**src/rtl/shift_issue_stage.sv**
```systemverilog
// Two-stage issue/retire wrapper around the external ALU shifters.
// Stage A registers the shifter operands; stage B captures the selected result.
module shift_issue_stage #(
  parameter int TAG_W = 4
) (
  input  logic             clk,
  input  logic             rst,
  input  logic             in_valid,
  output logic             in_ready,
  input  logic [1:0]       in_op,
  input  logic [31:0]      in_data,
  input  logic [31:0]      in_amt_reg,
  input  logic [4:0]       in_shamt,
  input  logic             in_use_imm,
  input  logic [TAG_W-1:0] in_tag,
  output logic [31:0]      sh_indata,
  output logic [4:0]       sh_shift,
  input  logic [31:0]      sll_out,
  input  logic [31:0]      srl_out,
  input  logic [31:0]      sra_out,
  output logic             out_valid,
  input  logic             out_ready,
  output logic [31:0]      out_data,
  output logic [TAG_W-1:0] out_tag,
  output logic             out_zero,
  output logic             out_neg,
  output logic             out_err
);

  typedef enum logic [1:0] {
    OP_SLL = 2'b00,
    OP_SRL = 2'b01,
    OP_SRA = 2'b10,
    OP_RSV = 2'b11
  } op_e;

  logic             a_valid_q, a_valid_d;
  op_e              a_op_q, a_op_d;
  logic [31:0]      a_data_q, a_data_d;
  logic [4:0]       a_amt_q, a_amt_d;
  logic [TAG_W-1:0] a_tag_q, a_tag_d;

  logic             b_valid_q, b_valid_d;
  logic [31:0]      b_data_q, b_data_d;
  logic [TAG_W-1:0] b_tag_q, b_tag_d;
  logic             b_zero_q, b_zero_d;
  logic             b_neg_q, b_neg_d;
  logic             b_err_q, b_err_d;

  logic        a_adv;
  logic        accept;
  logic [4:0]  amt_sel;
  logic [31:0] res;
  logic        res_err;

  // Only the low five amount bits reach the shifters.
  logic unused_amt_hi;
  assign unused_amt_hi = ^in_amt_reg[31:5];

  assign a_adv    = a_valid_q & (~b_valid_q | out_ready);
  assign in_ready = ~a_valid_q | a_adv;
  assign accept   = in_valid & in_ready;
  assign amt_sel  = in_use_imm ? in_shamt : in_amt_reg[4:0];

  always_comb begin
    res     = a_data_q;
    res_err = 1'b0;
    unique case (1'b1)
      (a_op_q == OP_SLL): res = sll_out;
      (a_op_q == OP_SRL): res = srl_out;
      (a_op_q == OP_SRA): res = sra_out;
      (a_op_q == OP_RSV): res_err = 1'b1;
      default: ;
    endcase
  end

  always_comb begin
    a_valid_d = a_valid_q;
    a_op_d    = a_op_q;
    a_data_d  = a_data_q;
    a_amt_d   = a_amt_q;
    a_tag_d   = a_tag_q;
    if (accept) begin
      a_valid_d = 1'b1;
      a_op_d    = op_e'(in_op);
      a_data_d  = in_data;
      a_amt_d   = amt_sel;
      a_tag_d   = in_tag;
    end else if (a_adv) begin
      a_valid_d = 1'b0;
    end
  end

  always_comb begin
    b_valid_d = b_valid_q;
    b_data_d  = b_data_q;
    b_tag_d   = b_tag_q;
    b_zero_d  = b_zero_q;
    b_neg_d   = b_neg_q;
    b_err_d   = b_err_q;
    if (a_adv) begin
      b_valid_d = 1'b1;
      b_data_d  = res;
      b_tag_d   = a_tag_q;
      b_zero_d  = (res == 32'd0);
      b_neg_d   = res[31];
      b_err_d   = res_err;
    end else if (b_valid_q && out_ready) begin
      b_valid_d = 1'b0;
    end
  end

  always_ff @(posedge clk) begin
    if (rst) begin
      a_valid_q <= 1'b0;
      a_op_q    <= OP_SLL;
      a_data_q  <= '0;
      a_amt_q   <= '0;
      a_tag_q   <= '0;
      b_valid_q <= 1'b0;
      b_data_q  <= '0;
      b_tag_q   <= '0;
      b_zero_q  <= 1'b0;
      b_neg_q   <= 1'b0;
      b_err_q   <= 1'b0;
    end else begin
      a_valid_q <= a_valid_d;
      a_op_q    <= a_op_d;
      a_data_q  <= a_data_d;
      a_amt_q   <= a_amt_d;
      a_tag_q   <= a_tag_d;
      b_valid_q <= b_valid_d;
      b_data_q  <= b_data_d;
      b_tag_q   <= b_tag_d;
      b_zero_q  <= b_zero_d;
      b_neg_q   <= b_neg_d;
      b_err_q   <= b_err_d;
    end
  end

  assign sh_indata = a_data_q;
  assign sh_shift  = a_amt_q;
  assign out_valid = b_valid_q;
  assign out_data  = b_data_q;
  assign out_tag   = b_tag_q;
  assign out_zero  = b_zero_q;
  assign out_neg   = b_neg_q;
  assign out_err   = b_err_q;

endmodule

```
**config.mk**
```make
export PLATFORM = sky130hd
export DESIGN_NAME = shift_issue_stage
export DESIGN_NICKNAME = d
export VERILOG_FILES = /design/src/rtl/shift_issue_stage.sv
export SDC_FILE = /design/constraint.sdc
export NUM_CORES = 1
export LEC_CHECK = 0
export CORE_ASPECT_RATIO = 0.75
export CORE_MARGIN = 4
export CORE_UTILIZATION = 33
export CTS_BUF_LIST = sky130_fd_sc_hd__clkbuf_8
export DETAILED_ROUTE_END_ITERATION = 8
export PLACE_DENSITY = 0.9
export RECOVER_POWER = 25
export REMOVE_ABC_BUFFERS = 1
export SYNTH_ARGS = -nofsm -noshare
export SYNTH_HDL_FRONTEND = slang
export SYNTH_SLANG_ARGS = --single-unit
```
**constraint.sdc**
```tcl
create_clock -name clk -period 2.5 [get_ports clk]
set_clock_uncertainty 0.1 [all_clocks]
set_input_delay 0.5 -clock clk [delete_from_list [all_inputs] [get_ports clk]]
set_output_delay 0.5 -clock clk [all_outputs]
set_load 0.05 [all_outputs]
```
# After elaboration in Yosys (flattened, before gate mapping)
# Cells that the tools add are included.
# W data, S select, Z words.
[op_classes]
bitwise = 6
n_reduce_logical = 5
mux = 7
n_eq_ne = 3
[ops]
columns = ["op", "n"]
rows = [
  ["$pmux W32 S3", 1],
  ["$logic_not A32 Y1", 1],
  ["$mux W1", 5],
  ["$mux W5", 1],
  ["$eq A2 B2 Y1 const B", 2],
  ["$reduce_bool A2 Y1", 2],
  ["$and A1 B1 Y1", 2],
  ["$eq A2 B1 Y1 const B", 1],
  ["$logic_not A2 Y1", 1],
  ["$not A1 Y1", 2],
  ["$or A1 B1 Y1", 2],
  ["$logic_and A1 B1 Y1", 1],
]
[totals]
in_bits = 176
register_bits = 84

# Logic depth before layout (Yosys ltp)
# Gate-level depths: netlist of run 1.
[depth]
word_depth = 6
mapped_depth = 7

# Worst setup path before layout of run 1
# OpenSTA, ideal clock, no wires.
[synth_timing]
path_kind = "register to register"
start = "reg b_valid_q, in the netlist out_valid"
end = "reg a_op_q[0]"
synth_period_minus_slack_ns = 2.363
setup_time_ns = 0.070
arrival_time_ns = 2.192
path_stages_with_launch = 7
n_path_buf = 2
setup_slack_ns = 0.137
t_required_ns = 2.330
cell_sequence = "dfxtp_1 -> nand3b_1 -> nand2_1 -> clkbuf_1 -> buf_1 -> nand2_1 -> a21oi_1"
[synth_between]
elab_chain_cells = 5
[synth_lines]
columns = ["item", "line", "source"]
rows = [
  ["start: declaration", "43", "logic b_valid_q, b_valid_d;"],
  ["start signal: assignment", "132", "b_valid_q <= b_valid_d;"],
  ["$not A1 Y1", "60", "assign a_adv = a_valid_q & (~b_valid_q | out_ready);"],
  ["$or A1 B1 Y1", "60", ""],
  ["$and A1 B1 Y1", "60", ""],
  ["$or A1 B1 Y1", "61", "assign in_ready = ~a_valid_q | a_adv;"],
  ["named net in_ready", "9", "output logic in_ready,"],
  ["$and A1 B1 Y1", "62", "assign accept = in_valid & in_ready;"],
  ["end signal: assignment", "128", "a_op_q <= a_op_d;"],
  ["end: declaration", "38", "op_e a_op_q, a_op_d;"],
]
# The timed path passes the listed nets, and every way through them passes these cells.
# A chain may end at the register's enable or synchronous reset.

# Final worst setup path of run 1
[layout_timing]
start = "in srl_out[20]"
end = "reg b_zero_q, in the netlist out_zero"
[layout_between]
elab_chain_cells = 2
[layout_lines]
columns = ["item", "line", "source"]
rows = [
  ["start: declaration", "19", "input logic [31:0] srl_out,"],
  ["$pmux W32 S3", "68", "unique case (1'b1)"],
  ["$logic_not A32 Y1", "105", "b_zero_d = (res == 32'd0);"],
  ["end signal: assignment", "135", "b_zero_q <= b_zero_d;"],
  ["end: declaration", "46", "logic b_zero_q, b_zero_d;"],
]
# No other way between the ends.

==> results of run 1 <==
==> kinds of logic (layout without fill, tap and decap cells) <==
logic type             count (synthesis)  in the layout  share of synthesized area [%]
flip-flops                            83             83                          44.71
AND/OR/NAND/NOR                      173            173                          18.65
multiplexers                          37             37                          20.74
buffers and inverters                 38            259                          4.175
AO/OA/AOI/OAI                         83             83                          11.72
==> critical path, delay by kind of cell <==
family / cells / cell delay, ns
AOI/OAI and AO/OA: 1 / 0.17
and+or+nand+nor: 2 / 0.99
muxes: 1 / 0.47
buffers and inverters: 1 / 0.43
==> metrics by stage <==
step / setup TNS (ns) / util [%] / instance area [um2]
final: 0 / 58.09 / 6380
after global routing: 0 / 58.09 / 6380
after detailed placement: -0.2499 / 56.38 / 6192
after floorplan: -0.8763 / - / 3568
after CTS: 0 / 58.26 / 6399
after global placement: -0.2446 / 56.38 / 6192
==> final cells by class <==
cell class              instances  area (um2)
clock buffers                  12       165.2
well taps                     140       175.2
flip-flops and latches         83        1667
repair buffers                243        2425
multi-input cells             293        1906
clock inverters                 2       35.03
fillers                       885        4603
inverters                       2       7.507
==> layer usage <==
layer | vias up | share of wire (%) | track usage (%)
li1 | 1865 | - | -
met1 | 1856 | 37 | 22.73
met2 | 211 | 50 | 36.69
met3 | 19 | 12 | 7.926
met4 | 0 | 1.5 | 6.008
met5 | - | 0 | 0
==> state kept, by name (all words and copies together), names as in the netlist <==
name       flops
out_err        1
out_valid      1
out_tag        4
a_valid_q      1
out_data      32
a_op_q         2
out_zero       1
sh_indata     32
sh_shift       5
a_tag_q        4
==> path summary, 6_finish.rpt <==
kind                endpoint  slack [ns]  cells after the start
setup / recovery    out_zero         0.1                      5
hold / removal    out_tag[1]        0.35                      2
setup reg to reg    out_zero        0.13                      4
hold reg to reg   out_tag[1]        0.35                      2
==> placed cells by master, fill, tap and decap left out, types with 5 or more instances in the layout <==
master	n
mux4_2	32
nand2_1	151
dfxtp_1	81
buf_4	11
nor4_1	5
mux2i_1	5
clkbuf_8	12
a211oi_1	5
a21oi_1	77
clkdlybuf4s50_1	223
nor2_1	5
==> report_power, final <==
part / internal (mW) / total (mW) / switching, mW
clock: 0.532 / 0.985 / 0.453
combinational: 0.465 / 0.960 / 0.494
sequential: 1.40 / 1.45 / 0.0564
==> what timing repair did <==
item / CTS / global route
setup endpoints to repair: 1 / 1
buffers inserted: 0 / 0
endpoints found under the hold margin: 0 / 0
hold buffers: 0 / 0
resized for setup: 1 / 1
==> flow_summary.ini, run 1 <==
[global_routing]
grt_pass1_vias = 4080
grt-ovfl-total = 0
antenna_found_initial = 0
grt_usage_pct = 20.59
grt_start_max_net_pins = 84
grt_pass1_wl_um = 20670

[routing]
vias = 3951
antenna_left = 0
routed_via_density = 5.098
wire_per_inst_um = 17.69
drc = 0
routed_wl_um = 13710
dr.pass1.iters = 4
drtIter0Drc = 162

[worst_setup_path]
worstPathRequired_ns = 2.66
crit_start = srl_out[20]
cp-start-kind = input pin
critPathSlowestCell = or4_1
crit_path_max_incr_delay_ns = 0.56
path_class = in -> reg
critical_path.cell_chain = clkdlybuf4s50_1 -> mux4_2 -> or4_1 -> or4_1 -> o31ai_2
cp_common_cell = or4_1
worstPathArrival_ns = 2.57
path_max_fanout = 2
endpoint_kind = flip-flop
reg2reg_from = a_op_q[0]

[synth]
synth_cells = 414
netlist_top_cells_area = dfxtp_1 45%, mux4_2 19%, nand2_1 15%, a21oi_1 10%, clkbuf_1 2.6%
ys_async_sr_fraction_pct = 0
seq_area_frac_synth_pct = 44.71
synth_flop_cell = dfxtp_1
synth_top_cell_by_area = dfxtp_1
yosysMostFrequentCell = nand2_1
synth_cell_types = 22
yosysWarningCount = 0
syn_area_um2 = 3716
synth.top_cell.area_share_pct = 44.71
synth_edf_count = 0
synth.ff_latch_count = 83
ys_top_cells_by_count = 151 x nand2_1, 83 x dfxtp_1, 77 x a21oi_1
syn_area_per_cell_um2 = 8.976

[floorplanning]
coreArea_um2 = 10980
rows = 33
initial_core_util_pct = 33.83
die-area_um2 = 13040
io_pins = 254
die_h_um = 99.90
die_w_um = 130.5

[cts]
cts_buffers = 9
path_clk_slew_ns = 0.08
clock_latency_ns = 0.35
root_buffer = clkbuf_8
cts_tree = yes
htree_num_levels = 3
clockBufferDepth = 2
cts.sinks = 83

[min_path]
hold_start = a_tag_q[1]
hp-class = reg -> reg

[sta]
holdWs_ns = 0.3540
max_slew_margin_pct = 42.40
tightestPinTransition_ns = 0.8640
drv_slew = 0
worst_slack_ns = 0.09587
rsz0062_at_grt = false
final-hold-violation-count = 0
period_share_pct = 96.17
fmax_mhz = 416.0
fin_crit_ns = 2.404
setup_viol = 0

[placed_design]
place_ws_ns = -0.2499
gp_congestion = 0.8551
hpwl_um = 10580
dp.cells = 761
io_buffers = 226

[final_layout]
drive_gt1_share_pct = 10.87
diodes = 0
finalNonFillerCells = 775
area_growth_pct = 71.68
nNetsFinal = 808

[flow_run]
cap_violations = 0

[pwr]
powerDensity_nw_per_um2 = 532.4
p_leak_nw = 2.280
p_total_mw = 3.396
irDropWorstVdd_v = 0.0003437

[run_status]
outcome = finished clean
No activity file was read; power rests on OpenSTA's default activity.
==> run 2: changes to the inputs <==
--- a/config.mk
+++ b/config.mk
@@ -16,3 +16,4 @@
 export SYNTH_ARGS = -nofsm -noshare
 export SYNTH_HDL_FRONTEND = slang
 export SYNTH_SLANG_ARGS = --single-unit
+export TNS_END_PERCENT = 10
==> results of run 2 <==
The final DEF is identical to that of run 1; final timing and power are the same.
